File: src/rtl/seg_pkg.sv
// ----------------------------------------------------------------------------
// seg_pkg
//   Shared definitions for the 7-segment scan controller:
//     - segment bit positions inside the {dp,g,f,e,d,c,b,a} bus
//     - hex font table (bit 0 = segment a ... bit 6 = segment g)
//     - slot state enum used by the scan FSM
//   No ports (package).
// ----------------------------------------------------------------------------
package seg_pkg;

    localparam int SEG_A  = 0;
    localparam int SEG_B  = 1;
    localparam int SEG_C  = 2;
    localparam int SEG_D  = 3;
    localparam int SEG_E  = 4;
    localparam int SEG_F  = 5;
    localparam int SEG_G  = 6;
    localparam int SEG_DP = 7;

    localparam logic [6:0] SEG_FONT [16] = '{
        7'h3F, 7'h06, 7'h5B, 7'h4F, 7'h66, 7'h6D, 7'h7D, 7'h07,
        7'h7F, 7'h67, 7'h77, 7'h7C, 7'h39, 7'h5E, 7'h79, 7'h71
    };

    typedef enum logic {
        ST_BLANK,
        ST_DRIVE
    } slot_state_t;

endpackage

File: src/rtl/seg_hex_decode.sv
// ----------------------------------------------------------------------------
// seg_hex_decode
//   Combinational nibble -> 7-segment pattern lookup.
//   Ports:
//     nibble    in  4   hex digit value
//     segments  out 7   {g,f,e,d,c,b,a}, active-high
// ----------------------------------------------------------------------------
module seg_hex_decode
    import seg_pkg::*;
(
    input  logic [3:0] nibble,
    output logic [6:0] segments
);

    assign segments = SEG_FONT[nibble];

endmodule

File: src/rtl/seg_scan_ctrl.sv
// ----------------------------------------------------------------------------
// seg_scan_ctrl
//   Time-multiplexed scan controller for a DIGITS-wide common-cathode
//   7-segment display. A hex value written over a valid/ready port lands in
//   a shadow register and is copied to the display register only at a frame
//   boundary (or immediately while scanning is disabled), so a frame never
//   shows a mix of old and new digits. Each digit slot starts with a dark
//   dead-time to avoid ghosting between digits.
//   Ports:
//     clk         in   1          system clock
//     rst         in   1          synchronous reset, active-high
//     ena         in   1          scan enable (low = dark, scan frozen)
//     wr_valid    in   1          write request
//     wr_data     in   4*DIGITS   hex value, nibble i -> digit i
//     wr_ready    out  1          write port can accept
//     lz_blank    in   1          suppress leading zeros
//     dp_mask     in   DIGITS     decimal point per digit (live)
//     seg_out     out  8          {dp,g,f,e,d,c,b,a}, registered
//     dig_en      out  DIGITS     one-hot digit enable, registered
//     frame_done  out  1          pulse during the last cycle of a frame
// ----------------------------------------------------------------------------
module seg_scan_ctrl
    import seg_pkg::*;
#(
    parameter int DIGITS    = 4,
    parameter int PRESCALE  = 1000,
    parameter int BLANK_CYC = 16
) (
    input  logic                  clk,
    input  logic                  rst,
    input  logic                  ena,
    input  logic                  wr_valid,
    input  logic [4*DIGITS-1:0]   wr_data,
    output logic                  wr_ready,
    input  logic                  lz_blank,
    input  logic [DIGITS-1:0]     dp_mask,
    output logic [7:0]            seg_out,
    output logic [DIGITS-1:0]     dig_en,
    output logic                  frame_done
);

    localparam int IDX_W = (DIGITS > 1) ? $clog2(DIGITS) : 1;
    localparam int CNT_W = $clog2(PRESCALE);

    localparam logic [CNT_W-1:0] CNT_LAST  = CNT_W'(PRESCALE - 1);
    localparam logic [CNT_W-1:0] CNT_BLANK = CNT_W'(BLANK_CYC);
    localparam logic [IDX_W-1:0] IDX_LAST  = IDX_W'(DIGITS - 1);

    slot_state_t          state, state_next;
    logic [CNT_W-1:0]     cnt, cnt_next;
    logic [IDX_W-1:0]     idx, idx_next;
    logic [4*DIGITS-1:0]  shadow, shadow_next;
    logic [4*DIGITS-1:0]  disp, disp_next;
    logic                 pending, pending_next;

    logic                 slot_end;
    logic                 frame_end;
    logic                 accept;
    logic                 transfer;

    logic [3:0]           nibble;
    logic [6:0]           font;
    logic                 dp_bit;
    logic                 blank_digit;
    logic                 upper_zero;
    logic [DIGITS-1:0]    lead_zero;

    logic [7:0]           seg_next;
    logic [DIGITS-1:0]    dig_next;
    logic                 frame_next;

    assign wr_ready = ~pending;

    // Next-state logic: prescaler, slot phase, digit index and the
    // shadow/display handoff. Dropping ena parks the slot at the start of
    // its dead-time but keeps idx, and flushes any pending write so the
    // writer is never left waiting on a frozen scan.
    always_comb begin
        state_next   = state;
        cnt_next     = cnt;
        idx_next     = idx;
        shadow_next  = shadow;
        disp_next    = disp;
        pending_next = pending;

        slot_end  = (state == ST_DRIVE) && (cnt == CNT_LAST);
        frame_end = slot_end && (idx == IDX_LAST);
        accept    = wr_valid && !pending;
        transfer  = pending && (frame_end || !ena);

        if (!ena) begin
            cnt_next   = '0;
            state_next = ST_BLANK;
        end else if (slot_end) begin
            cnt_next   = '0;
            state_next = ST_BLANK;
            idx_next   = (idx == IDX_LAST) ? '0 : idx + IDX_W'(1);
        end else begin
            cnt_next   = cnt + CNT_W'(1);
            state_next = (cnt_next >= CNT_BLANK) ? ST_DRIVE : ST_BLANK;
        end

        if (transfer) begin
            disp_next    = shadow;
            pending_next = 1'b0;
        end
        if (accept) begin
            shadow_next  = wr_data;
            pending_next = 1'b1;
        end
    end

    // Picks the nibble and decimal point of the digit about to be shown and
    // works out whether it is a leading zero (it and every digit above it
    // are zero). Digit 0 is never treated as leading.
    always_comb begin
        nibble      = '0;
        dp_bit      = 1'b0;
        blank_digit = 1'b0;
        upper_zero  = 1'b1;
        lead_zero   = '0;

        for (int i = DIGITS - 1; i >= 0; i--) begin
            upper_zero   = upper_zero && (disp_next[4*i +: 4] == 4'h0);
            lead_zero[i] = upper_zero;
        end

        for (int i = 0; i < DIGITS; i++) begin
            if (idx_next == IDX_W'(i)) begin
                nibble      = disp_next[4*i +: 4];
                dp_bit      = dp_mask[i];
                blank_digit = lz_blank && (i != 0) && lead_zero[i];
            end
        end
    end

    seg_hex_decode u_decode (
        .nibble   (nibble),
        .segments (font)
    );

    // Output values are derived from the next state so the registered
    // outputs move on the same edge as the FSM. Every slot opens dark, so
    // dig_en and the segment bus always switch digits together.
    always_comb begin
        seg_next   = '0;
        dig_next   = '0;
        frame_next = 1'b0;

        if (state_next == ST_DRIVE) begin
            dig_next         = DIGITS'(1) << idx_next;
            seg_next[SEG_DP] = dp_bit;
            if (!blank_digit) begin
                seg_next[SEG_G:SEG_A] = font;
            end
        end

        frame_next = ena && (cnt_next == CNT_LAST) && (idx_next == IDX_LAST);
    end

    // State and output registers.
    always_ff @(posedge clk) begin
        if (rst) begin
            state      <= ST_BLANK;
            cnt        <= '0;
            idx        <= '0;
            shadow     <= '0;
            disp       <= '0;
            pending    <= 1'b0;
            seg_out    <= '0;
            dig_en     <= '0;
            frame_done <= 1'b0;
        end else begin
            state      <= state_next;
            cnt        <= cnt_next;
            idx        <= idx_next;
            shadow     <= shadow_next;
            disp       <= disp_next;
            pending    <= pending_next;
            seg_out    <= seg_next;
            dig_en     <= dig_next;
            frame_done <= frame_next;
        end
    end

endmodule
File: config.mk
export PLATFORM = sky130hd
export DESIGN_NAME = seg_scan_ctrl
export DESIGN_NICKNAME = d
export VERILOG_FILES = /design/src/rtl/seg_pkg.sv /design/src/rtl/seg_hex_decode.sv /design/src/rtl/seg_scan_ctrl.sv
export SDC_FILE = /design/constraint.sdc
export NUM_CORES = 1
export LEC_CHECK = 0
export BUFFER_PORTS_ARGS = -buffer_cell sky130_fd_sc_hd__buf_2
export CAP_MARGIN = 20
export CORE_MARGIN = 2
export CORE_UTILIZATION = 45
export CTS_BUF_LIST = sky130_fd_sc_hd__clkbuf_16
export DETAILED_ROUTE_END_ITERATION = 6
export PLACE_DENSITY = 0.69
export REMOVE_ABC_BUFFERS = 1
export SETUP_SLACK_MARGIN = 0.4
export SLEW_MARGIN = 20
export SYNTH_ARGS = -nofsm -noshare
export SYNTH_HDL_FRONTEND = slang
export SYNTH_SLANG_ARGS = --single-unit
File: constraint.sdc
create_clock -name clk -period 7.4 [get_ports clk]
set_input_delay 1.48 -clock clk [delete_from_list [all_inputs] [get_ports clk]]
set_output_delay 1.48 -clock clk [all_outputs]
set_load 0.1 [all_outputs]
# --- Yosys cells after proc, flatten, opt, wreduce, memory -nomap -nowiden ---
# Memory sizes are Yosys's and may differ from the RTL's. A register that Yosys moved wholly into a read port is not among the register bits.
# Index checks and enable logic that the tools add are counted.
classes:
  order_cmp: 1
  bitwise_logic: 3
  n_shift: 1
  eq_ne: 6
  add_sub_neg: 2
  reduce_logical: 21
  muxes: 22
op_table:
  columns: ["op", "n"]
  rows:
  - ["$eq A10 B10 Y1 const B", 2]
  - ["$mux W10", 2]
  - ["$mux W16", 1]
  - ["$mux W4", 4]
  - ["$logic_not A4 Y1", 3]
  - ["$mux W1", 12]
  - ["$logic_and A1 B1 Y1", 11]
  - ["$add A10 B1 Y10 const B", 1]
  - ["$ge A10 B5 Y1 const B", 1]
  - ["$eq A2 B2 Y1 const B", 3]
  - ["$mux W2", 3]
  - ["$not A4 Y5", 1]
  - ["$shl A1 B2 Y4 const A", 1]
  - ["$reduce_or A3 Y1", 1]
  - ["$add A2 B1 Y2 const B", 1]
  - ["$eq A2 B1 Y1 const B", 1]
  - ["$logic_not A1 Y1", 2]
  - ["$logic_not A2 Y1", 1]
  - ["$not A1 Y1", 2]
  - ["$reduce_bool A2 Y1", 1]
  - ["$reduce_or A2 Y1", 1]
  - ["$logic_or A1 B1 Y1", 1]
totals:
  mem_bits_ro: 112
  n_memories: 1
  input_bits: 25
  register_bits: 52
mem_list:
  columns: ["memory", "words", "word_bits", "read_ports", "rd_clocked_by_memory_dff", "write_ports", "line_no", "source"]
  rows:
  - ["(no name shown)", 16, 7, 1, 1, 0, "seg_hex_decode.sv:15", "assign segments = SEG_FONT[nibble];"]

# --- Logic depth before layout (Yosys ltp) ---
logic_depth:
  ltp_word: 14
  ltp_mapped: 13
  ltp_nobuf: 11

# --- By module ---
# A second synthesis with hierarchy kept.
hier_totals:
  hier_cells: 346
  area_unflattened_um2: 2758.9
by_module_without_submodules:
  columns: ["module", "area_per_inst_um2", "n_inst", "cells_per_inst"]
  rows:
  - ["seg_scan_ctrl", 2453.6, 1, 306]
  - ["seg_hex_decode", 305.3, 1, 40]

# --- Worst setup path before layout ---
# Ideal clock, no wire load.
synth_path:
  kind: "input -> register"
  from: "input port ena"
  to: "register seg_out[0]"
  required_time_ps: 7336
  arrival_ps: 4063
  path_stages: 10
  path_buffers: 1
  slack_ps: 3273
  cell_sequence: "inv_1 -> or4_4 -> mux2i_4 -> clkbuf_1 -> mux2i_1 -> inv_1 -> ha_1 -> or3_1 -> o221a_1 -> nor2_1"
synth_via:
  elab_chain_len: 12
synth_rtl:
  columns: ["item", "line_no", "source"]
  rows:
  - ["from (decl)", "seg_scan_ctrl.sv:31", "input logic ena,"]
  - ["$logic_not A1 Y1", null, null]
  - ["$logic_or A1 B1 Y1", "seg_scan_ctrl.sv:89", "transfer = pending && (frame_end || !ena);"]
  - ["$logic_and A1 B1 Y1", "seg_scan_ctrl.sv:89", null]
  - ["$mux W16", "seg_scan_ctrl.sv:103", "if (transfer) begin"]
  - ["$logic_not A4 Y1", "seg_scan_ctrl.sv:124", "upper_zero = upper_zero && (disp_next[4*i +: 4] == 4'h0);"]
  - ["$logic_and A1 B1 Y1 (2 in a row)", "seg_scan_ctrl.sv:124", null]
  - ["$logic_and A1 B1 Y1", "seg_scan_ctrl.sv:132", "blank_digit = lz_blank && (i != 0) && lead_zero[i];"]
  - ["$mux W1 (3 in a row)", "seg_scan_ctrl.sv:129", "if (idx_next == IDX_W'(i)) begin"]
  - ["$reduce_or A3 Y1 (no source line)", null, null]
  - ["to (decl)", "seg_scan_ctrl.sv:37", "output logic [7:0] seg_out,"]
# Several ways; a longest one is shown, not always the timed one.
# A chain may end at the register's enable or synchronous reset.

# --- Worst setup path in the final report ---
# Ends and elaborated chain as after synthesis.

==> qor_table.md <==
| Metric | This run |
| --- | --- |
| Synth-to-Final Area Change | 19.1% |
| Critical Path AT | 4.38 ns |
| IR drop worst, VDD | 0.000156 V |
| Number of distinct standard cells referenced by the synthesized netlist | 45 |
| Routed WL per cell | 12.8 um |
| Highest clock rate | 243 MHz |
| Setup TNS | 0 ns |
| Worst slew margin | 0.553 |
| Number of register bits inferred by synthesis | 59 |
| Count of buffers from port buffering | 38 |
| Effective utilization at floorplan | 0.473 |
| Global-route wire length before repair | 8550 um |
| Commonest cells in the synthesized netlist | 59 x dfxtp_1, 47 x nand2_1, 39 x nor2_1, 28 x mux2i_1, 18 x a21oi_1 |
| Number of placement rows | 27 |
| Met1 global-route usage | 0.214 |
| WL final | 5130 um |
| DRT iter0 DRCs | 58 |
| Proportion of total power due to net switching | 0.219 |
| Post-layout power | 0.000768 W |
| Placer Congestion | 0.827 |
| RSZ-0062 raised after global routing | false |
| Worst hold slack after final layout | 0.458 ns |
| Clock Tree Buf Depth | 2 |
| Final min period | 4.12 ns |
| Largest cells by area after synthesis | dfxtp_1 45%, mux2i_1 11%, nand2_1 6.7% |
| Top cell type by total area after synthesis | dfxtp_1 |
| Final hold viol count | 0 |
| Slew at the pin with the worst max-slew slack | 0.656 ns |
| Core area | 5610 um2 |
| Max-cap violations | 0 |
| CTS tree | yes |
| Status | finished clean |
| Post-placement cell area | 2870 um2 |
| Count of H-tree levels built during CTS | 3 |
| Ys flop type | dfxtp_1 |
| Met2 Track Usage GR | 0.274 |
| Net switching power of the design | 0.000168 W |
| Die height | 80.8 um |
| Remaining routing DRC violations | 0 |
| Startpoint types | input port |
| Residual overflow from global routing | 0 |
| Post-synthesis instance area | 2650 um2 |
| Clock share of power | 0.508 |
| Leakage power of the design | 1.44 nW |
| Type of the worst min-delay path | reg -> reg |
| Number of diodes added for antenna fixing | 0 |
| Vias in the first global route | 1896 |
| Via total after detailed routing | 2055 |
| Buffers inserted by post-CTS timing repair | 0 |
| Met3 GRT Util | 0.0478 |
| Worst setup path category | in -> reg |
| Pre-Repair DR Iteration Count | 4 |
| Area of the die | 6520 um2 |
| Maximum fanout along the worst path | 17 |
| Proportion of synthesized flip-flops having asynchronous set or reset | 0 |
| Number of vias per cell | 5.14 |
| Number of flops mapped to enable cells by yosys | 0 |
| GR peak layer | met2 |
| Cells after Synth | 287 |
| Clock-pin slew of the registers on the worst-case setup and hold paths | 0.05 ns |
| Final number of setup-violating endpoints | 0 |
| Top-Level Pins | 39 |
| Internal power component | 0.000599 W |
| Yosys warnings | 0 |
| Number of antenna-violating nets in the routed design | 0 |
| Most used standard cell by instance count after synthesis | dfxtp_1 |
| Count of hold buffers inserted by post-cts repair | 0 |
| Kind of end point of the critical path | flop |
| Later-pin clock latency in the skew report | 0.32 ns |
| DIE WIDTH | 80.8 um |
| Root buffer cell | clkbuf_16 |
| HPWL after detailed placement | 3560 um |
| Area share of the largest cell type after synthesis | 0.445 |
| Pin count of the biggest net entering global routing | 37 |
| Number of buffers created by CTS | 9 |
| Sequential-to-total area share from yosys stat | 0.445 |
| Sequential Power Share | 0.431 |
| Max-slew violation count | 0 |
| Number of gates resized after cts | 0 |
| Initial antenna violation count | 0 |
| Clock Sink Count | 59 |
| Post-route core utilization | 0.563 |
| Worst Path Required | 7.66 ns |
| Worst clock skew | 0.00584 ns |
| Syn avg cell area | 9.24 um2 |
| GR Util All Layers | 0.173 |
| Filler cells | 525 |
| Ratio of cells with drive above 1 in the final layout | 0.189 |
| Finished layout cell area | 3160 um2 |
| Number of nets in the layout | 357 |
| P per Cell Area | 243 nW/um2 |
| Share of power burned in combinational logic | 0.061 |
| Ratio of final minimum period to clock period | 0.557 |
-- state kept, by name (all words and copies together) (netlist names) --
register and cells:
frame_done 1, pending 1, state 1, seg_out 8
cnt 10, shadow 16, idx 2, dig_en 4
disp 16
-- through the flow --
| stage | instances | setup slack (ns) |
|---|---|---|
| 2_1_floorplan | 273 | 3.36 |
| 3_3_place_gp | 384 | 3.08 |
| 4_1_cts | 400 | 3.30 |
| 6_report | 400 | 3.28 |
| 5_1_grt | 400 | 3.06 |
| 3_5_place_dp | 384 | 2.96 |
-- routing by layer --
layer | wire length (um) | up-vias
met5 | 0 | -
met3 | 208 | 9
met1 | 2480 | 944
li1 | - | 1062
met2 | 2310 | 40
met4 | 124 | 0
-- power groups by stage --
stage / Clock (W) / Sequential, W / Combinational, W
global route: 0.000411 / 0.000331 / 0.0000530
detailed placement: 0 / 0.000337 / 0.0000471
finish: 0.000390 / 0.000331 / 0.0000471
CTS: 0.000398 / 0.000331 / 0.0000475
global placement: 0 / 0.000337 / 0.0000465
floorplan: 0 / 0.000336 / 0.0000313
-- kinds of logic after synthesis --
group,after synthesis,synth area share
buffers and inverters,20,0.0340
xor gates and xnor gates,9,0.0297
AOI/OAI and AO/OA,39,0.104
muxes,33,0.141
adders and majority gates,9,0.0425
and+or+nand+nor,118,0.203
DFF,59,0.445
-- final cells by class --
type | count | area, um2 | share of cell area
Multi-Input combinational cell | 208 | 1380 | 0.438
Sequential cell | 59 | 1180 | 0.374
Clock buffer | 9 | 225 | 0.0713
Timing Repair Buffer | 39 | 198 | 0.0626
Tap cell | 72 | 90.1 | 0.0285
Clock inverter | 7 | 58.8 | 0.0186
Inverter | 6 | 22.5 | 0.00713
-- cells in the final DEF, fill, tap and decap left out, types with 6 or more instances in the layout --
cell type   n
nor2_1     39
and3_1      6
xnor2_1     7
mux2i_1    28
clkbuf_16   9
inv_1       6
a21oi_1    18
nor3_1      7
buf_2      38
ha_1        9
nand2_1    47
dfxtp_1    59
-- worst max-delay path, cell delays in order --
cell and delay, ns:
buf_2 0.08, inv_1 0.05, or4_4 0.58, mux2i_4 0.58
mux2i_1 0.16, mux2i_1 0.44, inv_1 0.16, ha_1 0.27
or3_1 0.38, o221a_1 0.12, nor2_1 0.07
-- worst paths after layout --
kind / startpoint / to / slack, ns / depth (start not counted)
setup / recovery: ena / seg_out[0] / 3.28 / 11
hold / removal: shadow[11] / shadow[11] / 0.46 / 2
setup reg to reg: cnt[0] / seg_out[0] / 3.80 / 11
hold reg to reg: shadow[11] / shadow[11] / 0.46 / 2
Power figures use the tool's default switching activity.
